**config.mk**
```make
export PLATFORM = sky130hd
export DESIGN_NAME = st7920_bus_receiver
export DESIGN_NICKNAME = d
export VERILOG_FILES = /design/src/rtl/st7920_bus_receiver.sv
export SDC_FILE = /design/constraint.sdc
export NUM_CORES = 1
export LEC_CHECK = 0
export CORE_AREA = 2 2 82 84
export DETAILED_ROUTE_END_ITERATION = 7
export DIE_AREA = 0 0 84 86
export PLACE_DENSITY = 0.63
export SYNTH_ARGS = -nofsm -noshare
export SYNTH_HDL_FRONTEND = slang
export SYNTH_SLANG_ARGS = --single-unit
```
**constraint.sdc**
```tcl
create_clock -name clk -period 1.8 [get_ports clk]
set_input_delay 0.18 -clock clk [delete_from_list [all_inputs] [get_ports clk]]
set_output_delay 0.18 -clock clk [all_outputs]
set_load 0.1 [all_outputs]
```
**src/rtl/st7920_bus_receiver.sv**
```systemverilog
// ST7920-style parallel bus slave: synchronizes the asynchronous LCD bus, decodes
// basic/extended instructions and turns GDRAM data writes into framebuffer strobes.
module st7920_bus_receiver #(
  parameter int SYNC_STAGES = 2
) (
  input  logic       clk,
  input  logic       rst,
  input  logic       rs,
  input  logic       rw,
  input  logic       en,
  input  logic [7:0] dat,
  output logic       fb_we,
  output logic [9:0] fb_addr,
  output logic [7:0] fb_wdata,
  output logic       cmd_valid,
  output logic [7:0] cmd_code,
  output logic       extended,
  output logic       graphic_on,
  output logic       display_on,
  output logic       clear_pulse,
  output logic       err_pulse
);

  typedef enum logic {IDLE, WAIT_H} state_t;

  state_t state_q, state_d;

  logic [SYNC_STAGES-1:0] rs_sync, rw_sync, en_sync;
  logic [7:0]             dat_sync [SYNC_STAGES];
  logic                   en_prev;
  logic                   rs_s, rw_s, en_s, fall;
  logic [7:0]             dat_s;

  logic [5:0] vert_q, vert_d;
  logic [2:0] horiz_q, horiz_d;
  logic       phase_q, phase_d;
  logic       av_q, av_d;
  logic       ext_d, g_d, don_d;
  logic [7:0] code_d, wdata_d;
  logic [9:0] addr_d;
  logic       we_d, cmdv_d, clr_d, err_d;
  logic       decode_normal;

  assign rs_s  = rs_sync[SYNC_STAGES-1];
  assign rw_s  = rw_sync[SYNC_STAGES-1];
  assign en_s  = en_sync[SYNC_STAGES-1];
  assign dat_s = dat_sync[SYNC_STAGES-1];
  assign fall  = en_prev & ~en_s;

  always_ff @(posedge clk or posedge rst) begin
    if (rst) begin
      rs_sync <= '0;
      rw_sync <= '0;
      en_sync <= '0;
      en_prev <= 1'b0;
      for (int i = 0; i < SYNC_STAGES; i++) dat_sync[i] <= '0;
    end else begin
      rs_sync <= {rs_sync[SYNC_STAGES-2:0], rs};
      rw_sync <= {rw_sync[SYNC_STAGES-2:0], rw};
      en_sync <= {en_sync[SYNC_STAGES-2:0], en};
      en_prev <= en_s;
      dat_sync[0] <= dat;
      for (int i = 1; i < SYNC_STAGES; i++) dat_sync[i] <= dat_sync[i-1];
    end
  end

  always_comb begin
    state_d       = state_q;
    vert_d        = vert_q;
    horiz_d       = horiz_q;
    phase_d       = phase_q;
    av_d          = av_q;
    ext_d         = extended;
    g_d           = graphic_on;
    don_d         = display_on;
    code_d        = cmd_code;
    addr_d        = fb_addr;
    wdata_d       = fb_wdata;
    we_d          = 1'b0;
    cmdv_d        = 1'b0;
    clr_d         = 1'b0;
    err_d         = 1'b0;
    decode_normal = 1'b0;
    if (fall && !rw_s) begin
      if (!rs_s) begin
        cmdv_d        = 1'b1;
        code_d        = dat_s;
        decode_normal = 1'b1;
        // A pending vertical address either completes or is abandoned here.
        if (state_q == WAIT_H) begin
          state_d = IDLE;
          if (dat_s[7]) begin
            horiz_d       = dat_s[2:0];
            phase_d       = 1'b0;
            av_d          = 1'b1;
            decode_normal = 1'b0;
          end else begin
            av_d = 1'b0;
          end
        end
        if (decode_normal) begin
          if (dat_s[7:5] == 3'b001) begin
            ext_d = dat_s[2];
            if (dat_s[2]) begin
              g_d = dat_s[1];
            end else begin
              av_d    = 1'b0;
              state_d = IDLE;
            end
          end else if (!extended) begin
            if (dat_s == 8'h01) clr_d = 1'b1;
            else if (dat_s[7:3] == 5'b00001) don_d = dat_s[2];
          end else if (dat_s[7]) begin
            vert_d  = dat_s[5:0];
            state_d = WAIT_H;
          end
        end
      end else begin
        if (state_q == WAIT_H) begin
          state_d = IDLE;
          av_d    = 1'b0;
          err_d   = 1'b1;
        end else if (av_q) begin
          we_d    = 1'b1;
          wdata_d = dat_s;
          addr_d  = {vert_q, horiz_q, phase_q};
          phase_d = ~phase_q;
          if (phase_q) horiz_d = horiz_q + 3'd1;
        end else if (extended) begin
          err_d = 1'b1;
        end
      end
    end
  end

  always_ff @(posedge clk or posedge rst) begin
    if (rst) begin
      state_q     <= IDLE;
      vert_q      <= '0;
      horiz_q     <= '0;
      phase_q     <= 1'b0;
      av_q        <= 1'b0;
      extended    <= 1'b0;
      graphic_on  <= 1'b0;
      display_on  <= 1'b0;
      cmd_code    <= '0;
      fb_addr     <= '0;
      fb_wdata    <= '0;
      fb_we       <= 1'b0;
      cmd_valid   <= 1'b0;
      clear_pulse <= 1'b0;
      err_pulse   <= 1'b0;
    end else begin
      state_q     <= state_d;
      vert_q      <= vert_d;
      horiz_q     <= horiz_d;
      phase_q     <= phase_d;
      av_q        <= av_d;
      extended    <= ext_d;
      graphic_on  <= g_d;
      display_on  <= don_d;
      cmd_code    <= code_d;
      fb_addr     <= addr_d;
      fb_wdata    <= wdata_d;
      fb_we       <= we_d;
      cmd_valid   <= cmdv_d;
      clear_pulse <= clr_d;
      err_pulse   <= err_d;
    end
  end

endmodule

```
Word level (Yosys, flattened, before mapping)
Cells that the tools add are included.
W data, S select, Z words.
{"block": "classes", "n_addsub": 1, "eq_ne": 5, "muxes": 43, "bitwise": 8, "reduce_logical": 15}
{"cell": "$mux W1", "n": 37}
{"cell": "$mux W3", "n": 6}
{"cell": "$reduce_and A6 Y1", "n": 2}
{"cell": "$reduce_and A5 Y1", "n": 2}
{"cell": "$eq A8 B1 Y1 const B", "n": 1}
{"cell": "$reduce_and A4 Y1", "n": 2}
{"cell": "$reduce_bool A2 Y1", "n": 4}
{"cell": "$not A1 Y1", "n": 7}
{"cell": "$reduce_and A7 Y1", "n": 1}
{"cell": "$eq A5 B1 Y1 const B", "n": 1}
{"cell": "$ne A2 B2 Y1 const B", "n": 2}
{"cell": "$reduce_and A2 Y1", "n": 2}
{"cell": "$add A3 B1 Y3 const B", "n": 1}
{"cell": "$eq A3 B1 Y1 const B", "n": 1}
{"cell": "$and A1 B1 Y1", "n": 1}
{"cell": "$logic_and A1 B1 Y1", "n": 1}
{"cell": "$logic_not A1 Y1", "n": 1}
{"block": "totals", "ff_bits": 68, "inputBits": 13, "out_inout_bits": 33, "wordCells": 93}

Longest topological paths before layout
Gate-level depths: netlist of the first run.
{"block": "logic_depth", "depth_word": 7, "mapped_depth": 6, "depth_no_buf": 4}

Worst setup path after synthesis of the first run
No wires, ideal clock.
{"block": "synth_timing", "path_kind": "register to register", "startpoint": "register extended", "endpoint": "register vert_q[0]", "setup_ns": 0.125, "t_arrival_ns": 1.844, "t_required_ns": 1.675, "setup_slack_ns": -0.168, "path_stages_with_launch": 4, "period_less_slack_ns": 1.968, "cell_sequence": "dfrtp_1 nand2_1 nor4_4 mux2_2"}
{"block": "synth_between", "elab_chain_cells": 1}
{"item": "from (decl)", "line": "17", "text": "output logic extended,"}
{"item": "from (signal assigned)", "line": "159", "text": "extended <= ext_d;"}
{"item": "$reduce_and A6 Y1 (no source line)"}
{"item": "to (signal assigned)", "line": "155", "text": "vert_q <= vert_d;"}
{"item": "to (decl)", "line": "34", "text": "logic [5:0] vert_q, vert_d;"}
No other way between the ends.
A chain may end at the register's enable or synchronous reset.

Worst setup path in the final report of the first run
{"block": "layout_timing", "startpoint": "register en_sync[1]", "endpoint": "register graphic_on"}
{"block": "layout_between", "elab_chain_cells": 4}
{"item": "from (decl)", "line": "28", "text": "logic [SYNC_STAGES-1:0] rs_sync, rw_sync, en_sync;"}
{"item": "from (signal assigned)", "line": "60", "text": "en_sync <= {en_sync[SYNC_STAGES-2:0], en};"}
{"item": "$not A1 Y1", "line": "48", "text": "assign fall = en_prev & ~en_s;"}
{"item": "$and A1 B1 Y1", "line": "48"}
{"item": "$logic_and A1 B1 Y1", "line": "84", "text": "if (fall && !rw_s) begin"}
{"item": "$reduce_and A5 Y1 (no source line)"}
{"item": "to (signal assigned)", "line": "160", "text": "graphic_on <= g_d;"}
{"item": "to (decl)", "line": "18", "text": "output logic graphic_on,"}
No other way between the ends.

==> results of run 1 <==
-- per-layer routing --
metal | up-vias | wire length (um)
li1 | 669 | -
met1 | 722 | 1980
met2 | 37 | 1970
met3 | 11 | 225
met4 | 0 | 94
met5 | - | 0
-- cell families (layout without fill, tap and decap cells) --
kind of cell / Yosys count / in the layout / share of synthesized area
flip-flops: 68 / 68 / 0.699
multiplexers: 36 / 36 / 0.166
AND/OR/NAND/NOR: 32 / 32 / 0.0863
AO/OA/AOI/OAI: 10 / 10 / 0.0288
buffers and inverters: 7 / 75 / 0.0149
adder cells (fa/ha/maj): 1 / 1 / 0.00514
-- through the flow --
stage / area (sq um) / hold WS [ps]
after detailed placement: 2980 / 335
final: 3250 / 241
after global routing: 3250 / 257
after global placement: 2980 / 332
after floorplan: 2440 / 211
after CTS: 3220 / 244
-- cell usage in the layout (no fill, tap or decap), drive strengths merged, types with 3 or more instances in the layout --
master and count:
mux2 35, bufinv 3, clkbuf 9, nand3b 3
a21oi 3, clkinvlp 3, nor2 6, nor2b 4
nand3 4, dfrtp 68, nand2 4, clkdlybuf4s50 12
buf 45
-- final cells by class --
cell class,instances,share of cell area
clock buffers,9,0.0382
clock inverters,7,0.0355
inverters,2,0.00347
multi-input cells,79,0.218
flip-flops and latches,68,0.524
well taps,77,0.0297
repair buffers,57,0.151
-- flip-flops by register name (all words and copies together), names as in the netlist, 2 cells and up --
register	flops
cmd_code	8
dat_s	8
dat_sync	8
en_sync	2
fb_addr	10
fb_wdata	8
horiz_q	3
rs_sync	2
rw_sync	2
vert_q	6
-- worst max-delay path, stage by stage (launching register included) --
cell	delay, ps
dfrtp_1	390
or3b_4	460
buf_6	140
nor4_4	220
nand3_2	130
mux2_4	310
-- worst max-delay path by stage --
stage	start	end	slack, ps	cells after the start
after floorplan	extended	vert_q[0]	-170	3
after global placement	en_sync[1]	graphic_on	-40	5
after detailed placement	en_sync[1]	fb_wdata[4]	-70	4
after CTS	en_sync[1]	fb_addr[9]	20	4
after global routing	en_sync[1]	graphic_on	-30	5
final	en_sync[1]	graphic_on	50	5
-- report_power, final --
group          leakage, nW  switching (mW)  internal [mW]  total (mW)
registers            0.871          0.0734           1.63        1.71
clock network        0.115           0.571          0.914        1.48
logic                0.563           0.574          0.191       0.765
-- timing repair --
item,CTS,global route
buffers inserted,0,1
hold buffers,0,0
pin swaps,0,0
endpoints found under the setup margin,21,14
gates resized for setup,1,4
==> metrics.yaml, run 1 <==
ant_nets: 0
hold_viol: 0
arrival_ps: 1990
antenna-diode-count: 0
grt_start_max_net_pins: 44
cts_root_buf: "clkbuf_8"
syn_to_final_growth_pct: 33.4
layout_setup_ws_ps: 46.4
overflow: 0
synth_common_cells: "dfrtp_1 (68), mux2_2 (35), nor2_1 (5)"
synth.most_common_cell: "dfrtp_1"
cts_buffers: 9
layout.nets: 231
powerDensity_mw_per_mm2: 1220
fmax_ghz: 0.570
cts.clk_slew.worst_paths_ps: 80
ys_types: 29
num_vias: 1439
rows: 29
synth_top_flop_cell: "dfrtp_1"
stdcell_count: 299
tightest_slew_ps: 372
core_sq_mm: 0.00628
synth.avg_cell_area_sq_um: 15.8
met3_usage: 0.0520
r2r-start: "en_sync[1]"
track_usage: 0.128
port_buffers: 45
r2r_cells: 5
htreeDepth: 3
netlist_top_cells_area: "dfrtp_1 (70%), mux2_2 (16%), nor4_4 (1.7%)"
crit_fanout: 7
skew_ps: 8.79
antenna_found_initial: 0
ys_ff_latch: 68
die-area_sq_mm: 0.00722
pre_cts_ws_ps: -68.4
netlist_instances: 154
required_ps: 2030
slew_headroom: 0.752
ys_async_sr_fraction: 1.00
dp_hpwl_um: 2860
cap_viol_max_count: 0
wire_per_inst_um: 14.3
avgViaCountPerCell: 4.81
ff2ff_setup_slack_ps: 50
place_congestion: 0.784
clock-sinks: 68
peakVddDrop_uv: 907
grt_pass1_wl_um: 6910
worstSetupPathType: "flip-flop to flip-flop"
die_y_um: 86
register_area_sq_mm: 0.00170
fillers: 554
synth_fp_nets: 168
r2r-end: "graphic_on"
grt_pass1_vias: 1395
critPathCaptureType: "flip-flop"
setup_violations: 0
grt.busiest_layer: "met2"
final_max_slew_viol_count: 0
yosysSeqAreaShare: 0.699
drive_gt1_frac: 0.468
yosysTopAreaCellShare: 0.699
use_met1: 0.167
rsz0062_at_grt: "true"
total_power_mw: 3.96
run_status: "complete, no violations"
routed_wl_um: 4270
clockBufferDepth: 2
pin_count: 46
ys_warn_count: 0
period_needed_ps: 1750
crit_path_start_kind: "flip-flop"
synth-edff-count: 0
min_period_over_period: 0.974
yosysTopAreaCell: "dfrtp_1"
final_util: 0.517
hold_path_class: "input port to asynchronous set/reset pin"
finalSetupTns_ps: 0
first_iter_violations: 52
die_w_um: 84
leakagePower_nw: 1.55
cts_tree: "built"
placed_cells: 282
clk_latency_ps: 340
multi_input_area_sq_um: 708
met2_usage: 0.185
firstDrtPassIters: 4
drc: 0
initial_core_util: 0.388
syn-cell-area_sq_mm: 0.00243
(Power assumes the default switching activity.)
==> run 2, diff against run 1 <==
--- a/config.mk
+++ b/config.mk
@@ -5,10 +5,11 @@
 export SDC_FILE = /design/constraint.sdc
 export NUM_CORES = 1
 export LEC_CHECK = 0
+export ABC_CLOCK_PERIOD_IN_PS = 1800
 export CORE_AREA = 2 2 82 84
 export DETAILED_ROUTE_END_ITERATION = 7
 export DIE_AREA = 0 0 84 86
-export PLACE_DENSITY = 0.63
+export PLACE_DENSITY = 0.66
 export SYNTH_ARGS = -nofsm -noshare
 export SYNTH_HDL_FRONTEND = slang
 export SYNTH_SLANG_ARGS = --single-unit
==> metrics.yaml, run 2 (synthesized netlist as in run 1, its figures left out) <==
drive_gt1_frac: 0.471  # +0.00238
die_w_um: 84  # unchanged
rsz0062_at_grt: "false"
cts_root_buf: "clkbuf_8"
cts_buffers: 9  # unchanged
num_vias: 1419  # -1.4%
syn_to_final_growth_pct: 34.1
overflow: 0  # unchanged
fmax_ghz: 0.578  # +1.4%
placed_cells: 284  # +0.71%
final_util: 0.520  # +0.00279
place_congestion: 0.720  # -8.1%
crit_fanout: 6  # -1
setup_violations: 0  # unchanged
route.met2.wl_um: 1980  # +0.51%
required_ps: 2020  # about the same
place_area_sq_mm: 0.00302  # +1.4%
hold_path_class: "input port to asynchronous set/reset pin"
run_status: "complete, no violations"
clockBufferDepth: 2  # unchanged
largest_register_ffs: 10  # unchanged
min_period_over_period: 0.961  # -0.0134
die-area_sq_mm: 0.00722  # unchanged
avgViaCountPerCell: 4.73  # -1.7%
clk_latency_ps: 330  # about the same
clock-sinks: 68  # unchanged
track_usage: 0.134  # +0.00558
ant_nets: 0  # unchanged
layout.nets: 232  # +0.43%
mostFrequentLayoutCell: "dfrtp_1"
grt_pass1_vias: 1446  # +3.7%
arrival_ps: 1950  # -40 ps
period_needed_ps: 1730  # -24.1 ps
r2r_cells: 5  # unchanged
rows: 29  # unchanged
pin_count: 46  # unchanged
first_iter_violations: 60  # +15%
ff2ff_setup_slack_ps: 70  # +20 ps
final_max_slew_viol_count: 0  # unchanged
wl_met3_um: 198  # -12%
drc: 0  # unchanged
port_buffers: 45  # unchanged
total_power_mw: 3.91  # -1.3%
final_cell_mix: "dfrtp_1 (68), buf_4 (41), mux2_2 (35)"
grt_start_max_net_pins: 25  # -43%
routed_wl_um: 4370  # +2.3%
peakVddDrop_uv: 851  # -6.2%
firstDrtPassIters: 3  # -1
htreeDepth: 3  # unchanged
initial_core_util: 0.388  # unchanged
cts.clk_slew.worst_paths_ps: 70  # about the same
worstSetupPathType: "flip-flop to flip-flop"
skew_ps: 9.57  # +0.783 ps
stdcell_count: 300  # +0.33%
wire_per_inst_um: 14.6  # +2.0%
die_y_um: 86  # unchanged
postLayoutCellArea_sq_mm: 0.00326  # +0.54%
critPathCaptureType: "flip-flop"
slew_headroom: 0.643  # -0.109
crit_path_start_kind: "flip-flop"
leakagePower_nw: 1.56  # +0.77%
grt_pass1_wl_um: 7330  # +6.0%
antenna_found_initial: 0  # unchanged
maxUsedRoutingLayer: "met4"
antenna-diode-count: 0  # unchanged
powerDensity_mw_per_mm2: 1200  # -1.8%
cts_tree: "built"
r2r-end: "graphic_on"
fillers: 546  # -1.4%
hold_viol: 0  # unchanged
largest_register: "fb_addr"
dp_hpwl_um: 3110  # +8.8%
core_sq_mm: 0.00628  # unchanged
tightest_slew_ps: 534  # +162 ps
cap_viol_max_count: 0  # unchanged
wl_met1_um: 2130  # +7.7%
r2r-start: "en_sync[1]"
==> run 2: layout make-up <==
type                       count  area, sq um  share of cell area
sequential                    68         1700               0.521
multi-input combinational     79          702               0.215
timing repair buffer          58          519               0.159
clock buffer                  11          151              0.0464
tap                           77         96.3              0.0295
clock inverter                 5         82.6              0.0253
inverter                       2         11.3             0.00345
==> run 2: per-layer routing <==
metal | vias up | GRT usage
met5 | - | 0
met4 | 0 | 0.0528
met3 | 7 | 0.0491
met2 | 34 | 0.194
met1 | 704 | 0.183
li1 | 674 | -
==> run 2: worst max path at each step <==
stage / cells past startpoint / start / endpoint
after floorplan: 3 / extended / vert_q[0]
after global placement: 5 / en_sync[1] / graphic_on
after detailed placement: 5 / en_sync[1] / graphic_on
after CTS: 5 / en_sync[1] / graphic_on
after global routing: 5 / en_sync[1] / graphic_on
final: 5 / en_sync[1] / graphic_on
==> run 2: worst max-delay path, stage by stage, from the launching register on <==
cell and delay [ps]:
dfrtp_1 380, or3b_4 460, buf_6 150, nor4_4 210, nand3_1 140, mux2_2 290
==> run 2: what timing repair did <==
action	4_1_cts	5_1_grt
setup buffers	0	0
hold buffers	0	0
endpoints found under the setup margin	2	1
resized for setup	1	1
==> run 2: per-stage QoR <==
| step | setup TNS, ps | hold slack (ps) | setup WS, ps |
|---|---|---|---|
| 5_1_grt | 0 | 263 | 8.27 |
| 3_5_place_dp | -70.2 | 335 | -45.6 |
| 2_1_floorplan | -1010 | 211 | -168 |
| 4_1_cts | 0 | 238 | 46.9 |
| 6_report | 0 | 238 | 70.5 |
| 3_3_place_gp | 0 | 332 | 6.38 |
==> run 2: power breakdown <==
group	total [mW]	leakage (nW)	internal [mW]	switching (mW)
registers	1.71	0.871	1.63	0.0808
logic	0.769	0.571	0.195	0.574
clock network	1.42	0.120	0.861	0.561
total	3.91	1.56	2.69	1.22
==> run 3, diff against run 2 <==
--- a/config.mk
+++ b/config.mk
@@ -5,6 +5,7 @@
 export SDC_FILE = /design/constraint.sdc
 export NUM_CORES = 1
 export LEC_CHECK = 0
+export ABC_AREA = 0
 export ABC_CLOCK_PERIOD_IN_PS = 1800
 export CORE_AREA = 2 2 82 84
 export DETAILED_ROUTE_END_ITERATION = 7
==> results of run 3 <==
Final layout, timing and power as in run 2 (identical DEF).
